$ cat src/rtl/parking_pkg.sv
// Shared state encoding, seven-segment table and decimal split helper
// for the parking lot controller.
package parking_pkg;

  typedef enum logic [2:0] {
    S_IDLE          = 3'd0,
    S_WAIT_PASSWORD = 3'd1,
    S_WRONG_PASS    = 3'd2,
    S_RIGHT_PASS    = 3'd3,
    S_STOP          = 3'd4,
    S_LOCKED        = 3'd5
  } state_t;

  typedef struct packed {
    logic [3:0] tens;
    logic [3:0] ones;
  } dec2_t;

  // Active-low segments ordered {g,f,e,d,c,b,a}.
  localparam logic [6:0] SEG_BLANK = 7'b1111111;
  localparam logic [6:0] SEG_TABLE [10] = '{
    7'b1000000, 7'b1111001, 7'b0100100, 7'b0110000, 7'b0011001,
    7'b0010010, 7'b0000010, 7'b1111000, 7'b0000000, 7'b0010000
  };

  function automatic logic [6:0] seg_of(input logic [3:0] d);
    return (d < 4'd10) ? SEG_TABLE[d] : SEG_BLANK;
  endfunction

  // Values never exceed 99, so tens is found by a short compare chain.
  function automatic dec2_t to_dec2(input logic [6:0] v);
    dec2_t r;
    r.tens = 4'd0;
    for (int i = 1; i < 10; i++) begin
      if (v >= 7'(10 * i)) r.tens = 4'(i);
    end
    r.ones = 4'(v - 7'(10 * r.tens));
    return r;
  endfunction

endpackage

$ cat src/rtl/pw_checker.sv
// Serial password capture: digit shift register, digit index, idle timeout
// and single-cycle match/mismatch/timeout indications for the gate FSM.
module pw_checker
  import parking_pkg::*;
#(
  parameter int                           PW_DIGITS    = 4,
  parameter int                           DIGIT_W      = 4,
  parameter logic [PW_DIGITS*DIGIT_W-1:0] PASSWORD     = 16'h2468,
  parameter int                           WAIT_TIMEOUT = 32
) (
  input  logic               clk,
  input  logic               reset,
  input  logic               i_clear,
  input  logic               i_enable,
  input  logic               i_restart,
  input  logic               i_timing,
  input  logic               i_digit_valid,
  input  logic [DIGIT_W-1:0] i_digit,
  output logic               o_match,
  output logic               o_mismatch,
  output logic               o_timeout
);

  localparam int PW_W  = PW_DIGITS * DIGIT_W;
  localparam int IDX_W = (PW_DIGITS > 1) ? $clog2(PW_DIGITS) : 1;
  localparam int TMR_W = $clog2(WAIT_TIMEOUT + 1);
  localparam logic [IDX_W-1:0] LAST_IDX = IDX_W'(PW_DIGITS - 1);

  logic [PW_W-1:0]  r_shift;
  logic [IDX_W-1:0] r_idx;
  logic [TMR_W-1:0] r_timer;

  logic [PW_W-1:0]  w_base_shift;
  logic [PW_W-1:0]  w_shifted;
  logic [IDX_W-1:0] w_base_idx;
  logic             w_accept;
  logic             w_last;

  // A restart treats the incoming digit as the first of a fresh entry.
  always_comb begin
    w_base_shift = i_restart ? '0 : r_shift;
    w_base_idx   = i_restart ? '0 : r_idx;
    w_shifted    = (w_base_shift << DIGIT_W) | PW_W'(i_digit);
    w_accept     = i_enable & i_digit_valid;
    w_last       = (w_base_idx == LAST_IDX);
    o_match      = w_accept & w_last & (w_shifted == PASSWORD);
    o_mismatch   = w_accept & w_last & (w_shifted != PASSWORD);
    o_timeout    = i_timing & ~i_digit_valid & (r_timer == TMR_W'(WAIT_TIMEOUT - 1));
  end

  // NOTE: non-blocking assignments so every register here sees pre-edge values.
  always_ff @(posedge clk or posedge reset) begin
    if (reset) begin
      r_shift <= '0;
      r_idx   <= '0;
      r_timer <= '0;
    end else begin
      if (i_clear) begin
        r_shift <= '0;
        r_idx   <= '0;
      end else if (w_accept) begin
        r_shift <= w_shifted;
        r_idx   <= w_last ? '0 : w_base_idx + 1'b1;
      end
      if (!i_timing || i_digit_valid) begin
        r_timer <= '0;
      end else if (r_timer != TMR_W'(WAIT_TIMEOUT)) begin
        r_timer <= r_timer + 1'b1;
      end
    end
  end

endmodule

$ cat src/rtl/parking_lot_ctrl.sv
// Single-gate parking controller: password-gated entry, tailgater stop,
// lockout after repeated failures, occupancy tracking and free-slot display.
module parking_lot_ctrl
  import parking_pkg::*;
#(
  parameter int                           CAPACITY     = 8,
  parameter int                           PW_DIGITS    = 4,
  parameter int                           DIGIT_W      = 4,
  parameter logic [PW_DIGITS*DIGIT_W-1:0] PASSWORD     = 16'h2468,
  parameter int                           MAX_TRIES    = 3,
  parameter int                           LOCK_CYCLES  = 16,
  parameter int                           WAIT_TIMEOUT = 32,
  localparam int                          OCC_W        = $clog2(CAPACITY + 1)
) (
  input  logic               clk,
  input  logic               reset,
  input  logic               sensor_entrance,
  input  logic               sensor_exit,
  input  logic               car_leave,
  input  logic               digit_valid,
  input  logic [DIGIT_W-1:0] digit,
  output logic               GREEN_LED,
  output logic               RED_LED,
  output logic [6:0]         HEX_1,
  output logic [6:0]         HEX_2,
  output logic               full,
  output logic [OCC_W-1:0]   occupancy
);

  localparam int TRY_W  = $clog2(MAX_TRIES + 1);
  localparam int LOCK_W = $clog2(LOCK_CYCLES + 1);
  localparam dec2_t RST_DEC = to_dec2(7'(CAPACITY));

  state_t            r_state;
  state_t            w_state_nxt;
  logic [TRY_W-1:0]  r_tries;
  logic [TRY_W-1:0]  w_tries_nxt;
  logic [TRY_W-1:0]  w_tries_inc;
  logic [LOCK_W-1:0] r_lock_cnt;
  logic              r_stop_full;

  logic              w_clear;
  logic              w_enable;
  logic              w_restart;
  logic              w_timing;
  logic              w_match;
  logic              w_mismatch;
  logic              w_timeout;

  logic              w_inc;
  logic [OCC_W-1:0]  w_occ_nxt;
  logic              w_full_nxt;
  dec2_t             w_free_dec;
  logic              w_green_nxt;
  logic              w_red_nxt;

  always_comb begin
    w_clear   = (r_state == S_IDLE) || (r_state == S_RIGHT_PASS) || (r_state == S_LOCKED);
    w_restart = (r_state == S_WRONG_PASS);
    w_timing  = (r_state == S_WAIT_PASSWORD);
    w_enable  = (r_state == S_WAIT_PASSWORD)
             || ((r_state == S_WRONG_PASS) && (r_tries != TRY_W'(MAX_TRIES)))
             || ((r_state == S_STOP) && !r_stop_full);
  end

  pw_checker #(
    .PW_DIGITS   (PW_DIGITS),
    .DIGIT_W     (DIGIT_W),
    .PASSWORD    (PASSWORD),
    .WAIT_TIMEOUT(WAIT_TIMEOUT)
  ) u_pw_checker (
    .clk          (clk),
    .reset        (reset),
    .i_clear      (w_clear),
    .i_enable     (w_enable),
    .i_restart    (w_restart),
    .i_timing     (w_timing),
    .i_digit_valid(digit_valid),
    .i_digit      (digit),
    .o_match      (w_match),
    .o_mismatch   (w_mismatch),
    .o_timeout    (w_timeout)
  );

  always_ff @(posedge clk or posedge reset) begin
    if (reset) begin
      r_state     <= S_IDLE;
      r_tries     <= '0;
      r_lock_cnt  <= '0;
      r_stop_full <= 1'b0;
    end else begin
      r_state     <= w_state_nxt;
      r_tries     <= w_tries_nxt;
      r_lock_cnt  <= (r_state == S_LOCKED) ? r_lock_cnt + 1'b1 : '0;
      r_stop_full <= (r_state == S_STOP) ? r_stop_full : w_full_nxt;
    end
  end

  // NOTE: defaults first so no path through the case leaves a signal unassigned (no latch).
  always_comb begin
    w_state_nxt = r_state;
    w_tries_nxt = r_tries;
    w_tries_inc = (r_tries == TRY_W'(MAX_TRIES)) ? r_tries : r_tries + 1'b1;
    case (r_state)
      S_IDLE: begin
        if (sensor_entrance && !full) w_state_nxt = S_WAIT_PASSWORD;
      end
      S_WAIT_PASSWORD: begin
        if (!sensor_entrance) begin
          w_state_nxt = S_IDLE;
        end else if (w_match) begin
          w_state_nxt = S_RIGHT_PASS;
          w_tries_nxt = '0;
        end else if (w_mismatch) begin
          w_state_nxt = S_WRONG_PASS;
          w_tries_nxt = w_tries_inc;
        end else if (w_timeout) begin
          w_state_nxt = S_IDLE;
        end
      end
      S_WRONG_PASS: begin
        if (r_tries == TRY_W'(MAX_TRIES)) begin
          w_state_nxt = S_LOCKED;
        end else if (!sensor_entrance) begin
          w_state_nxt = S_IDLE;
        end else if (w_match) begin
          w_state_nxt = S_RIGHT_PASS;
          w_tries_nxt = '0;
        end else if (w_mismatch) begin
          w_tries_nxt = w_tries_inc;
        end else if (digit_valid) begin
          w_state_nxt = S_WAIT_PASSWORD;
        end
      end
      S_RIGHT_PASS: begin
        if (sensor_exit) w_state_nxt = sensor_entrance ? S_STOP : S_IDLE;
      end
      S_STOP: begin
        if (!sensor_entrance) begin
          w_state_nxt = S_IDLE;
        end else if (w_match) begin
          w_state_nxt = S_RIGHT_PASS;
          w_tries_nxt = '0;
        end else if (w_mismatch) begin
          w_state_nxt = S_WRONG_PASS;
          w_tries_nxt = w_tries_inc;
        end
      end
      S_LOCKED: begin
        if (r_lock_cnt == LOCK_W'(LOCK_CYCLES - 1)) begin
          w_state_nxt = S_IDLE;
          w_tries_nxt = '0;
        end
      end
      default: w_state_nxt = S_IDLE;
    endcase
  end

  // A car entering and one leaving in the same cycle cancel out.
  always_comb begin
    w_inc = (r_state == S_RIGHT_PASS) && sensor_exit && (occupancy != OCC_W'(CAPACITY));
    w_occ_nxt = occupancy;
    if (w_inc && car_leave) begin
      w_occ_nxt = occupancy;
    end else if (w_inc) begin
      w_occ_nxt = occupancy + 1'b1;
    end else if (car_leave && (occupancy != '0)) begin
      w_occ_nxt = occupancy - 1'b1;
    end
    w_full_nxt = (w_occ_nxt == OCC_W'(CAPACITY));
    w_free_dec = to_dec2(7'(CAPACITY) - 7'(w_occ_nxt));
  end

  always_comb begin
    w_green_nxt = 1'b0;
    w_red_nxt   = 1'b0;
    case (w_state_nxt)
      S_IDLE:                             w_red_nxt = sensor_entrance & w_full_nxt;
      S_WAIT_PASSWORD, S_STOP, S_LOCKED:  w_red_nxt = 1'b1;
      S_WRONG_PASS:                       w_red_nxt = (r_state == S_WRONG_PASS) ? ~RED_LED : 1'b1;
      S_RIGHT_PASS:                       w_green_nxt = 1'b1;
      default:                            w_red_nxt = 1'b0;
    endcase
  end

  always_ff @(posedge clk or posedge reset) begin
    if (reset) begin
      occupancy <= '0;
      full      <= 1'b0;
      GREEN_LED <= 1'b0;
      RED_LED   <= 1'b0;
      HEX_1     <= seg_of(RST_DEC.tens);
      HEX_2     <= seg_of(RST_DEC.ones);
    end else begin
      occupancy <= w_occ_nxt;
      full      <= w_full_nxt;
      GREEN_LED <= w_green_nxt;
      RED_LED   <= w_red_nxt;
      HEX_1     <= seg_of(w_free_dec.tens);
      HEX_2     <= seg_of(w_free_dec.ones);
    end
  end

endmodule

$ cat config.mk
export PLATFORM = sky130hd
export DESIGN_NAME = parking_lot_ctrl
export DESIGN_NICKNAME = d
export VERILOG_FILES = /design/src/rtl/parking_pkg.sv /design/src/rtl/pw_checker.sv /design/src/rtl/parking_lot_ctrl.sv
export SDC_FILE = /design/constraint.sdc
export NUM_CORES = 1
export LEC_CHECK = 0
export CORE_ASPECT_RATIO = 0.8
export CORE_MARGIN = 8
export CORE_UTILIZATION = 51
export CTS_CLUSTER_DIAMETER = 50
export DETAILED_ROUTE_END_ITERATION = 7
export GPL_TIMING_DRIVEN = 0
export PLACE_DENSITY_LB_ADDON = 0.08
export SYNTH_ARGS = -nofsm -noshare
export SYNTH_HDL_FRONTEND = slang
export SYNTH_SLANG_ARGS = --single-unit
$ cat constraint.sdc
create_clock -name clk -period 4.7 [get_ports clk]
set_clock_uncertainty 0.2 [all_clocks]
set_input_delay 0.94 -clock clk [delete_from_list [all_inputs] [get_ports clk]]
set_output_delay 0.94 -clock clk [all_outputs]
set_load 0.03 [all_outputs]
==> key figures <==
Hold path
  • Number of cells on the worst hold path: 1
  • Class of the worst hold path: register to register
  • Min-Delay Endpoint: r_lock_cnt[0]
  • Hold path start: r_lock_cnt[0]

Setup path
  • Register-to-register path setup slack: 190 ps
  • Highest net fanout along the worst path: 6
  • Endpoint of the worst-slack reg-to-reg timing path: HEX_2[5]
  • Critical-path cell with the highest stage delay: sky130_fd_sc_hd__dfrtp_2
  • Max incr delay on CP: 430 ps
  • Depth of the worst register-to-register path: 19
  • Critical Path AT: 4530 ps
  • Element type at the critical path end: register
  • Cell chain of the critical path: inv_1 > ha_2 > and3b_1 > or3_4 > a21boi_0 > nand2_1 > o21a_1 > ha_1 > nor2_2 > a21oi_1 > nor2_1 > nor2_1 > ha_1 > fa_2 > inv_1 > o22ai_1 > a311o_1 > o211a_4 > a311oi_2
  • Kind of start point of the critical path: register
  • Worst reg2reg startpoint: occupancy[1]
  • CP Data Required Time: 4730 ps
  • Critical path class: register to register

CTS
  • H-tree Lvls: 2
  • Clock transition at the registers of the reported paths: 100 ps
  • Clock tree from TritonCTS: yes
  • Master cell of the clock root buffer: sky130_fd_sc_hd__clkbuf_8
  • Maximum number of buffers from clock root to sink: 2
  • Clock latency on the worst-skew pair: 320 ps
  • Number of buffers inserted during clock tree synthesis: 5
  • Clock Sinks: 52

Placement
  • Routability congestion estimate from global placement: 0.8480
  • Post-Place Cells: 390
  • Port bufs: 30
  • Half-perimeter wire length after placement: 4235 um

Synth
  • Syn_area_per_cell: 10.28 sq um
  • Largest area contributor in the synthesized netlist: sky130_fd_sc_hd__dfrtp_1
  • Post-synthesis async set-or-reset flop share: 100.0%
  • Count of synthesis-stage warnings from yosys: 0
  • Post-synth EDFFs: 0
  • Leading post-synthesis cells by cell area: sky130_fd_sc_hd__dfrtp_1, sky130_fd_sc_hd__ha_1, sky130_fd_sc_hd__a22o_1
  • Post-synthesis instance area: 0.002856 sq mm
  • Register bit total from synthesis: 52
  • Area share of the largest cell type after synthesis: 44.68%
  • Cell variety after synth: 57
  • Post-synth top flop: sky130_fd_sc_hd__dfrtp_1
  • Number of instances in the synthesized netlist: 278
  • Sequential fraction of the synthesis area: 45.60%

Detailed routing
  • DRC violation count after routing: 0
  • Vias after detailed routing: 2212
  • Via density per instance: 5.448
  • Post-DR wirelength/cell: 14.39 um
  • Detailed-router iteration count before antenna repair: 4
  • Antenna-violating nets left: 0
  • Final wirelength: 5844 um
  • First-iteration detailed-routing DRC count: 68

STA
  • Final slew viol count: 0
  • Clock period minus worst slack: 4507 ps
  • Highest attainable clock frequency: 221.9 MHz
  • Crit share post-route: 95.89%
  • Number of hold-slack violations in the final timing report: 0
  • Relative max-transition margin: 60.96%
  • Slew at the pin with the worst max-slew slack: 585.6 ps
  • Total of endpoints with negative setup slack in the final report: 0

Die
  • Number of core rows: 24
  • Area of the die: 0.008267 sq mm
  • X dimension of the die: 99.68 um
  • Floorplan Core Area: 0.005435 sq mm
  • Chip Height: 82.94 um
  • Number of primary I/O pins: 31
  • Initial Util: 52.56%

Final layout
  • Area grow syn2layout: 23.87%
  • Count of inserted antenna diode cells: 0
  • Non-Filler Instances: 406
  • Utilization after layout: 65.10%
  • Fraction of final layout cells sized beyond drive strength 1: 15.24%
  • # nets final: 358

Global route
  • Total routing usage reported by global routing: 14.68%
  • Number of global-route vias before repair: 2111
  • Initial antenna violation count: 0
  • Maximum number of pins on one net before global-route repair: 36
  • Global-route wire length before repair: 10030 um
  • Overall overflow remaining after global route: 0

Job
  • Maximum Capacitance Violations: 0

Outcome
  • Result of the run: completed
cells in the final DEF (no fill, tap or decap), types with 2 or more instances in the layout:
master and instances:
sky130_fd_sc_hd__a211oi_1 3, sky130_fd_sc_hd__a21oi_1 12, sky130_fd_sc_hd__a22o_1 15, sky130_fd_sc_hd__a311oi_2 2, sky130_fd_sc_hd__and2_1 5, sky130_fd_sc_hd__and3_1 3
sky130_fd_sc_hd__buf_4 9, sky130_fd_sc_hd__clkbuf_1 6, sky130_fd_sc_hd__clkbuf_8 5, sky130_fd_sc_hd__clkdlybuf4s50_1 28, sky130_fd_sc_hd__conb_1 5, sky130_fd_sc_hd__dfrtp_1 49
sky130_fd_sc_hd__dfrtp_2 2, sky130_fd_sc_hd__ha_1 19, sky130_fd_sc_hd__inv_1 18, sky130_fd_sc_hd__inv_2 2, sky130_fd_sc_hd__mux2_2 3, sky130_fd_sc_hd__nand2_1 15
sky130_fd_sc_hd__nand2b_1 2, sky130_fd_sc_hd__nand3_1 6, sky130_fd_sc_hd__nand3b_1 3, sky130_fd_sc_hd__nand4_1 2, sky130_fd_sc_hd__nand4b_1 2, sky130_fd_sc_hd__nor2_1 27
sky130_fd_sc_hd__nor2_2 2, sky130_fd_sc_hd__nor2b_1 6, sky130_fd_sc_hd__nor3_1 2, sky130_fd_sc_hd__nor3b_1 3, sky130_fd_sc_hd__nor4_1 2, sky130_fd_sc_hd__nor4b_1 3
sky130_fd_sc_hd__o211ai_1 3, sky130_fd_sc_hd__o21ai_0 8, sky130_fd_sc_hd__o22ai_1 2, sky130_fd_sc_hd__or4b_2 4, sky130_fd_sc_hd__xnor2_1 5, sky130_fd_sc_hd__xor2_1 5
state kept, by name, summed over array words and instances (netlist names), 3 cells and up:
register and count:
r_lock_cnt 5, HEX_2 7, HEX_1 7, u_pw_checker.r_timer 6
occupancy 4, u_pw_checker.r_shift 12, r_state 3
critical path: cells and delay by family (launching register included):
kind | cells | cell delay (ps)
buffers and inverters | 2 | 200
AND/OR/NAND/NOR | 6 | 1100
AO/OA/AOI/OAI | 7 | 1390
adder cells (fa/ha/maj) | 4 | 1090
flip-flops | 1 | 430
per-layer routing:
layer  share of wire [%]  wire length (um)  up-vias  GRT usage (%)
li1                    -                 -     1091              -
met1                  49              2871     1078          19.57
met2                  46              2685       35          22.32
met3                 3.5               206        8          3.083
met4                 1.4                80        0          6.447
met5                   0                 0        -              0
area by class of cell:
| type | instances | area, sq um |
|---|---|---|
| Buffer | 7 | 27.53 |
| Clock buffer | 5 | 68.82 |
| Clock inverter | 3 | 27.53 |
| Fill cell | 461 | 1897 |
| Inverter | 20 | 75.07 |
| Multi-Input combinational cell | 201 | 1555 |
| Sequential cell | 52 | 1305 |
| Tap cell | 78 | 97.59 |
| Timing Repair Buffer | 40 | 381.6 |
timing repair:
item / in CTS / in global routing
resized for setup: 10 / 14
gates cloned: 0 / 0
buffers inserted: 3 / 6
endpoints found under the setup margin: 7 / 7
pin swaps: 3 / 4
hold buffers: 0 / 0
logic make-up (layout without fill, tap and decap cells):
group	count (synthesis)	count (layout)	share of synthesized area [%]
adders and majority gates	21	21	9.461
xor gates and xnor gates	12	12	4.336
AOI/OAI and AO/OA	60	60	15.51
buffers and inverters	28	75	3.723
muxes	5	5	1.883
and+or+nand+nor	98	98	19.23
other	2	5	0.2629
DFF	52	52	45.60
cells in the mapped netlist (8+ instances only):
| cell type | count |
|---|---|
| sky130_fd_sc_hd__a22o_1 | 15 |
| sky130_fd_sc_hd__nand2_1 | 16 |
| sky130_fd_sc_hd__ha_1 | 20 |
| sky130_fd_sc_hd__a21oi_1 | 12 |
| sky130_fd_sc_hd__dfrtp_1 | 51 |
| sky130_fd_sc_hd__nor2_1 | 29 |
| sky130_fd_sc_hd__inv_1 | 20 |
| sky130_fd_sc_hd__o21ai_0 | 8 |
metrics by stage:
| step | hold WS [ps] | area, sq um | setup WS, ps | TNS, ps |
|---|---|---|---|---|
| CTS | 274.1 | 3460 | 21.15 | 0 |
| global placement | 252.0 | 3273 | -910.4 | -5814 |
| global route | 293.1 | 3538 | -45.18 | -112.0 |
| floorplan | 232.9 | 2875 | 51.88 | 0 |
| detailed placement | 260.3 | 3293 | -964.4 | -6233 |
| finish | 268.3 | 3538 | 193.3 | 0 |
worst max path at each step:
stage / startpoint / endpoint / slack (ps) / cells past startpoint
after global placement: sensor_exit / HEX_2[5] / -910 / 17
after global routing: occupancy[1] / HEX_2[3] / -50 / 19
after detailed placement: sensor_exit / HEX_2[5] / -960 / 17
after CTS: sensor_exit / HEX_2[5] / 20 / 18
after floorplan: occupancy[0] / HEX_2[3] / 50 / 18
final: occupancy[1] / HEX_2[5] / 190 / 19
Power is left out: the tool's default activity adds up to more than one toggle a clock period on the data nets, which glitch-free logic cannot reach.
